## config.mk

```make
export PLATFORM = sky130hd
export DESIGN_NAME = slide_advance_ctrl_flat
export DESIGN_NICKNAME = d
export VERILOG_FILES = /design/src/rtl/slide_advance_ctrl_pkg.sv /design/src/rtl/slide_advance_ctrl_if.sv /design/src/rtl/slide_advance_ctrl_rise_detect.sv /design/src/rtl/slide_advance_ctrl.sv /design/src/flat_wrapper.sv
export SDC_FILE = /design/constraint.sdc
export NUM_CORES = 1
export LEC_CHECK = 0
export BUFFER_PORTS_ARGS = -buffer_cell sky130_fd_sc_hd__buf_2
export CAP_MARGIN = 15
export CORE_AREA = 5 5 42 44
export CTS_CLUSTER_SIZE = 12
export DETAILED_ROUTE_END_ITERATION = 12
export DIE_AREA = 0 0 47 49
export HOLD_SLACK_MARGIN = 0.1
export MAX_ROUTING_LAYER = met4
export SYNTH_ARGS = -nofsm -noshare
export SYNTH_HDL_FRONTEND = slang
export SYNTH_SLANG_ARGS = --single-unit
```

## constraint.sdc

```tcl
create_clock -name clock -period 3.8 [get_ports clock]
set_input_delay 0.76 -clock clock [delete_from_list [all_inputs] [get_ports clock]]
set_output_delay 0.76 -clock clock [all_outputs]
set_load 0.01 [all_outputs]
```

## src/rtl/slide_advance_ctrl_pkg.sv

```systemverilog
// Shared types and helpers for the slide-advance controller.
//   slide_state_t  : controller FSM states
//   next_image()   : rotation successor with wrap at the image count
package slide_advance_ctrl_pkg;

    localparam int unsigned DEFAULT_NUM_IMAGES = 4;
    localparam int unsigned DEFAULT_INDEX_W    = 2;

    typedef enum logic [1:0] {
        IDLE    = 2'd0,
        PENDING = 2'd1,
        REQ     = 2'd2,
        DROP    = 2'd3
    } slide_state_t;

    // Successor of cur in a rotation of num images (num need not be a power of 2).
    function automatic int unsigned next_image(input int unsigned cur, input int unsigned num);
        return (cur >= num - 32'd1) ? 32'd0 : cur + 32'd1;
    endfunction

endpackage

```

## src/rtl/slide_advance_ctrl_if.sv

```systemverilog
// Loader fetch channel, 4-phase req/ack.
//   load_req   : request, raised by the controller
//   load_index : image index requested, stable while load_req=1
//   load_ack   : acknowledge from the image loader
interface slide_advance_ctrl_if #(
    parameter int unsigned INDEX_W = 2
);
    logic               load_req;
    logic               load_ack;
    logic [INDEX_W-1:0] load_index;

    modport master (output load_req, output load_index, input load_ack);
    modport slave  (input load_req, input load_index, output load_ack);
endinterface

```

## src/rtl/slide_advance_ctrl_rise_detect.sv

```systemverilog
// Registered rising-edge detector with enable.
//   clock, reset : clock, async active-low reset
//   enable       : gates the detected edge
//   din          : level input
//   rise_c       : combinational pulse, din high now and low last cycle
module slide_advance_ctrl_rise_detect (
    input  logic clock,
    input  logic reset,
    input  logic enable,
    input  logic din,
    output logic rise_c
);
    logic din_d;

    // Previous-cycle copy of the input, updated every cycle regardless of enable.
    always_ff @(posedge clock or negedge reset) begin
        if (!reset) din_d <= 1'b0;
        else        din_d <= din;
    end

    assign rise_c = din & ~din_d & enable;
endmodule

```

## src/rtl/slide_advance_ctrl.sv

```systemverilog
// Slide-advance controller: turns timer advance edges into frame-aligned image fetches.
//   clock, reset   : clock, async active-low reset
//   select         : enable; low drops a waiting request and blocks new edges
//   advance        : advance strobe (level), rising edge counts
//   vsync_start    : one-cycle frame-boundary pulse
//   load_bus       : loader req/ack/index channel (master side)
//   display_index  : image currently shown
//   swap           : one-cycle pulse when display_index updates
//   overrun        : one-cycle pulse when an advance edge is dropped
module slide_advance_ctrl
    import slide_advance_ctrl_pkg::*;
#(
    parameter int unsigned NUM_IMAGES = DEFAULT_NUM_IMAGES,
    parameter int unsigned INDEX_W    = DEFAULT_INDEX_W
) (
    input  logic                 clock,
    input  logic                 reset,
    input  logic                 select,
    input  logic                 advance,
    input  logic                 vsync_start,
    slide_advance_ctrl_if.master load_bus,
    output logic [INDEX_W-1:0]   display_index,
    output logic                 swap,
    output logic                 overrun
);
    slide_state_t       state_q, state_d;
    logic               queued_q, queued_d;
    logic               vs_held_q, vs_held_d;
    logic               load_req_q, load_req_d;
    logic [INDEX_W-1:0] load_index_q, load_index_d;
    logic [INDEX_W-1:0] display_d;
    logic               swap_d, overrun_d;
    logic               rise_c;
    logic [INDEX_W-1:0] next_idx_c;

    slide_advance_ctrl_rise_detect u_rise (
        .clock  (clock),
        .reset  (reset),
        .enable (select),
        .din    (advance),
        .rise_c (rise_c)
    );

    assign next_idx_c = INDEX_W'(next_image(32'(display_index), NUM_IMAGES));

    // Next-state and registered-output values.
    always_comb begin
        state_d      = state_q;
        queued_d     = queued_q;
        vs_held_d    = vs_held_q;
        load_req_d   = load_req_q;
        load_index_d = load_index_q;
        display_d    = display_index;
        swap_d       = 1'b0;
        overrun_d    = 1'b0;

        case (state_q)
            IDLE: begin
                if (rise_c) state_d = PENDING;
            end

            PENDING: begin
                if (!select) begin
                    state_d   = IDLE;
                    vs_held_d = 1'b0;
                end else begin
                    if (rise_c) overrun_d = 1'b1;
                    // A frame boundary seen while the loader still acks is remembered
                    // so the request goes out as soon as ack falls.
                    if ((vsync_start || vs_held_q) && !load_bus.load_ack) begin
                        state_d      = REQ;
                        load_req_d   = 1'b1;
                        load_index_d = next_idx_c;
                        vs_held_d    = 1'b0;
                    end else if (vsync_start) begin
                        vs_held_d = 1'b1;
                    end
                end
            end

            REQ, DROP: begin
                // One advance may queue behind the in-flight fetch.
                if (!select) begin
                    queued_d = 1'b0;
                end else if (rise_c) begin
                    if (queued_q) overrun_d = 1'b1;
                    else          queued_d  = 1'b1;
                end

                if (state_q == REQ) begin
                    if (load_bus.load_ack) begin
                        state_d    = DROP;
                        load_req_d = 1'b0;
                    end
                end else if (!load_bus.load_ack) begin
                    display_d = load_index_q;
                    swap_d    = 1'b1;
                    if (queued_d) begin
                        state_d  = PENDING;
                        queued_d = 1'b0;
                    end else begin
                        state_d = IDLE;
                    end
                end
            end
        endcase
    end

    always_ff @(posedge clock or negedge reset) begin
        if (!reset) begin
            state_q       <= IDLE;
            queued_q      <= 1'b0;
            vs_held_q     <= 1'b0;
            load_req_q    <= 1'b0;
            load_index_q  <= '0;
            display_index <= '0;
            swap          <= 1'b0;
            overrun       <= 1'b0;
        end else begin
            state_q       <= state_d;
            queued_q      <= queued_d;
            vs_held_q     <= vs_held_d;
            load_req_q    <= load_req_d;
            load_index_q  <= load_index_d;
            display_index <= display_d;
            swap          <= swap_d;
            overrun       <= overrun_d;
        end
    end

    assign load_bus.load_req   = load_req_q;
    assign load_bus.load_index = load_index_q;
endmodule

```

## src/flat_wrapper.sv

```systemverilog
// flat-port wrapper written by rule: the top's interface ports become plain ports
module slide_advance_ctrl_flat import slide_advance_ctrl_pkg::*;
#(
    parameter int unsigned NUM_IMAGES = DEFAULT_NUM_IMAGES,
    parameter int unsigned INDEX_W    = DEFAULT_INDEX_W
)
  (clock, reset, select, advance, vsync_start, display_index, swap, overrun, load_bus_load_req, load_bus_load_index, load_bus_load_ack);
  slide_advance_ctrl_if #(.INDEX_W(INDEX_W)) load_bus_i ();
  input  logic clock;
  input  logic reset;
  input  logic select;
  input  logic advance;
  input  logic vsync_start;
  output logic [INDEX_W-1:0] display_index;
  output logic swap;
  output logic overrun;
  output wire logic [$bits(load_bus_i.load_req)-1:0] load_bus_load_req;
  output wire logic [$bits(load_bus_i.load_index)-1:0] load_bus_load_index;
  input wire logic [$bits(load_bus_i.load_ack)-1:0] load_bus_load_ack;
  assign load_bus_load_req = load_bus_i.load_req;
  assign load_bus_load_index = load_bus_i.load_index;
  assign load_bus_i.load_ack = load_bus_load_ack;
  slide_advance_ctrl #(.NUM_IMAGES(NUM_IMAGES), .INDEX_W(INDEX_W)) u_core (.clock(clock), .reset(reset), .select(select), .advance(advance), .vsync_start(vsync_start), .load_bus(load_bus_i), .display_index(display_index), .swap(swap), .overrun(overrun));
endmodule
```

# Word-level counts from Yosys, hierarchy flattened
# Cells that the tools add are included.
# op_classes
reduce_logical,11
add_sub_neg,1
muxes,31
eq_ne,12
bitwise,5
n_lt_le_gt_ge,1
# ops
operator,count
$mux W1,21
$mux W2,7
$ne A2 B1 Y1 const B,3
$ne A3 B2 Y1 const B,2
$pmux W2 S3,1
$reduce_and A3 Y1,2
$reduce_and A5 Y1,1
$eq A2 B2 Y1 const B,2
$ne A2 B2 Y1 const B,2
$pmux W1 S2,2
$reduce_and A4 Y1,1
$ne A3 B1 Y1 const B,1
$ne A3 B3 Y1 const B,1
$not A1 Y1,3
$add A2 B1 Y2 const B,1
$and A1 B1 Y1,2
$eq A2 B1 Y1 const B,1
$ge A2 B2 Y1 const B,1
$logic_not A2 Y1,1
$reduce_and A2 Y1,1
$reduce_bool A2 Y1,1
$reduce_or A2 Y1,1
$logic_and A1 B1 Y1,1
$logic_not A1 Y1,1
$logic_or A1 B1 Y1,1
# totals
out_inout_bits,7
regBits,12
input_bits,6

# Logic depth before layout (Yosys ltp)
# logic_depth
ltp_word,10
mapped_depth,4

# By module
# From an unflattened synthesis, not the netlist that was laid out.
# unflattened
hier_cells,57
hier_area_um2,610.6
# modules_own_cells
module,n_inst,seq_area_each_um2,cells_per_inst,area_per_inst_um2
slide_advance_ctrl,1,275.3,55,576.8
slide_advance_ctrl_rise_detect,1,25.0,2,33.8

# Least setup slack after synthesis
# OpenSTA, ideal clock, no wires.
# synth_path
path_type,input to register
startpoint,in vsync_start
endpoint,"reg u_core.load_index_q[1], in the netlist u_core.load_bus.load_index[1]"
stages,3
slack_ns,2.207
required_ns,3.675
arrival_ns,1.468
cell_sequence,or2_2 nand4_4 mux2_4
# synth_via
elab_chain_cells,3
# synth_rtl
element,line,source
start: declaration,flat_wrapper.sv:13,input logic vsync_start;
$logic_or A1 B1 Y1,slide_advance_ctrl.sv:70,if ((vsync_start || vs_held_q) && !load_bus.load_ack) begin
$logic_and A1 B1 Y1,slide_advance_ctrl.sv:70,
$reduce_and A3 Y1 (no source line),n/a,
end signal: assignment,slide_advance_ctrl.sv:124,load_index_q <= load_index_d;
end: declaration,slide_advance_ctrl.sv:30,"logic [INDEX_W-1:0] load_index_q, load_index_d;"
# Every way passes these cells.
# A chain may end at the register's enable or synchronous reset.

# Final worst setup path
# layout_path
startpoint,"reg u_core.load_index_q[0], in the netlist u_core.load_bus.load_index[0]"
endpoint,out load_bus_load_index[0]
# layout_rtl
element,line,source
end: declaration,flat_wrapper.sv:18,output wire logic [$bits(load_bus_i.load_index)-1:0] load_bus_load_index;
# No word-level cell between the ends.

==> metrics.md <==
| Metric | Value |
|---|---|
| Vias/cell | 5.00 |
| Bufs and invs on worst path | 1 |
| Max Root-Sink Buffers | 2 |
| Final Cycle Share | 0.413 |
| Share of layout cells above drive strength 1 | 0.371 |
| CTS Hold Bufs | 0 |
| Ys async rst share | 1.00 |
| Max VDD drop | 0.000246 V |
| Core area | 1400 um2 |
| Fin Hold WS | 359 ps |
| Final setup TNS | 0 ps |
| Reg2reg setup slack | 2530 ps |
| DR iter-0 viols | 3 |
| Pint | 0.275 mW |
| Post-CTS setup buffer count | 0 |
| Logic pwr share | 0.329 |
| Synth top area share | 0.561 |
| Crit-path max FO | 3 |
| Nets | 71 |
| RSZ-0062 raised after global routing | false |
| Max Cap Violations | 0 |
| GR Overflow Total | 0 |
| Cells after Synth | 47 |
| Port Buf Inserts | 12 |
| Top cell type by total area after synthesis | dfrtp_1 |
| Fmax | 638 MHz |
| DRT Pass-1 Iters | 2 |
| Final worst slack | 2230 ps |
| Clock sink total | 12 |
| Vias in the first global route | 382 |
| Final setup violation count | 0 |
| Routability Congestion | 0.758 |
| Hold Path Class | primary input to asynchronous set/reset pin |
| Synth unique cells | 20 |
| Worst Skew | 7.02 ps |
| Post-DP HPWL | 720 um |
| Setup WS pre-CTS | 2060 ps |
| Pins over their slew limit | 0 |
| Sequential power share | 0.491 |
| Worst reg2reg path depth | 3 |
| DR vias | 390 |
| Worst-margin pin slew | 283 ps |
| Antenna Cells | 0 |
| Final hold violations | 0 |
| Status | finished clean |
| Row Count | 14 |
| Yosys warns | 0 |
| Multi-input logic area | 228 um2 |
| Fin crit period | 1570 ps |
| Post-CTS Resized | 0 |
| #FFs+latches synth | 12 |
| Post-synth top cells | dfrtp_1, nand2_1, a21oi_1 |
| Io pins | 13 |
| Clock power share | 0.180 |
| CP Class | flip-flop to output port |
| ANT nets after route | 0 |
| Worst setup SP type | flip-flop |
| TritonCTS clock tree | done |
| Clk root buf | clkbuf_4 |
| Worst R2R End | u_core.load_bus.load_index[1] |
| Endpoint type of the worst setup path | output port |
| CP required | 3040 ps |
| Seq. cell area | 300 um2 |
| Syn_nets | 54 |
| H-tree Lvls | 1 |
| Rel. slew slack | 0.811 |
| Clk pin slew, worst setup/hold paths | 70 ps |
| Worst skew pair latency | 260 ps |
| CP max stage cell | dfrtp_1 |
| Mean post-synth cell area | 11.4 um2 |
| Top_reg_cell synth | dfrtp_1 |
| Final Power | 0.415 mW |
| Die height | 49 um |
| CP delay by family, top | flip-flops |
| Initial core utilization | 0.382 |
| Final WL | 951 um |
| Largest net degree at the start of global routing | 13 |
| Die outline width | 47 um |
| GRT Util Overall | 0.100 |
| Area Growth Syn to Fin | 19.2% |
| # fillers | 151 |
| Cell area power density | 650 nW/um2 |
| Initial antenna violation count | 0 |
| Synth area leaders | dfrtp_1, a21oi_1, nand2_1, mux2_2, nand4_4 |
| Drt drc | 0 |
| Die footprint | 2300 um2 |
| Total CTS buffers | 3 |
| Synthesized area | 536 um2 |
| Switching pwr | 0.140 mW |
| Register area share after synthesis | 0.561 |
| Drt wl/cell | 12.2 um |
| First-pass GRT wire length | 1.64 mm |
| Worst EP arrival | 810 ps |
| Switching part of the total | 0.337 |
| Leak | 0.341 nW |
| Reg2reg start | u_core.vs_held_q |
| Crit path largest cell delay | 400 ps |
| Crit-path cells | buf_2 |
| Post-synth EDFFs | 0 |
| Most frequent cell after synthesis | dfrtp_1 |
[how the worst max path moves through the flow]
stage	endpoint	slack (ps)	cells past startpoint	from
finish	load_bus_load_index[0]	2230	1	u_core.load_bus.load_index[0]
global route	display_index[0]	2180	1	u_core.display_index[0]
CTS	display_index[0]	2220	1	u_core.display_index[0]
detailed placement	u_core.load_bus.load_index[1]	2060	4	load_bus_load_ack
global placement	u_core.load_bus.load_index[1]	2070	4	load_bus_load_ack
floorplan	u_core.load_bus.load_index[1]	2210	3	vsync_start
[cell families (layout without fill, tap and decap cells)]
group / Yosys count / after routing / share of synthesized area
AOI/OAI and AO/OA: 12 / 12 / 0.133
adders and majority gates: 1 / 1 / 0.0234
buffers and inverters: 2 / 17 / 0.0140
DFF: 12 / 12 / 0.561
muxes: 3 / 3 / 0.0701
and+or+nand+nor: 17 / 17 / 0.199
[metal layers]
metal	wire length (um)	track usage	vias up
met5	0	-	-
met4	10	0.0553	0
met3	65	0.0332	2
met2	415	0.129	9
met1	459	0.134	188
li1	-	-	191
[power by group through the flow]
stage / sequential (mW) / clock (mW) / combinational [mW]
6_report: 0.204 / 0.0748 / 0.136
5_1_grt: 0.211 / 0.0824 / 0.156
4_1_cts: 0.204 / 0.0778 / 0.140
3_5_place_dp: 0.206 / 0 / 0.139
3_3_place_gp: 0.206 / 0 / 0.139
2_1_floorplan: 0.211 / 0 / 0.0856
[through the flow]
stage          instances  cell area, um2   util
2_1_floorplan         47             536      -
3_3_place_gp          75             616  0.439
3_5_place_dp          75             616  0.439
4_1_cts               78             638  0.455
5_1_grt               78             638  0.455
6_report              78             638  0.455
[area by class of cell]
type	instances	area share
Tap cell	16	0.0314
Multi-Input combinational cell	33	0.357
Sequential cell	12	0.471
Timing Repair Buffer	12	0.0941
Inverter	2	0.0118
Clock buffer	3	0.0353
[placed cells by master, fill, tap and decap left out]
master / Yosys / layout
and2b_1: 1 / 1
nor2_1: 2 / 2
ha_1: 1 / 1
nor2b_1: 2 / 2
a31oi_1: 1 / 1
a21oi_1: 6 / 6
o31ai_1: 1 / 1
and2b_4: 1 / 1
dfrtp_1: 12 / 12
mux2_4: 1 / 1
nand2_1: 7 / 7
nand4_4: 1 / 1
mux2_2: 2 / 2
a21o_1: 1 / 1
clkbuf_4: 0 / 3
nand2b_1: 1 / 1
and2b_2: 1 / 1
or2_2: 1 / 1
a21bo_2: 1 / 1
o21ai_0: 2 / 2
buf_2: 0 / 12
inv_1: 2 / 2
No activity file was read; power rests on OpenSTA's default activity.
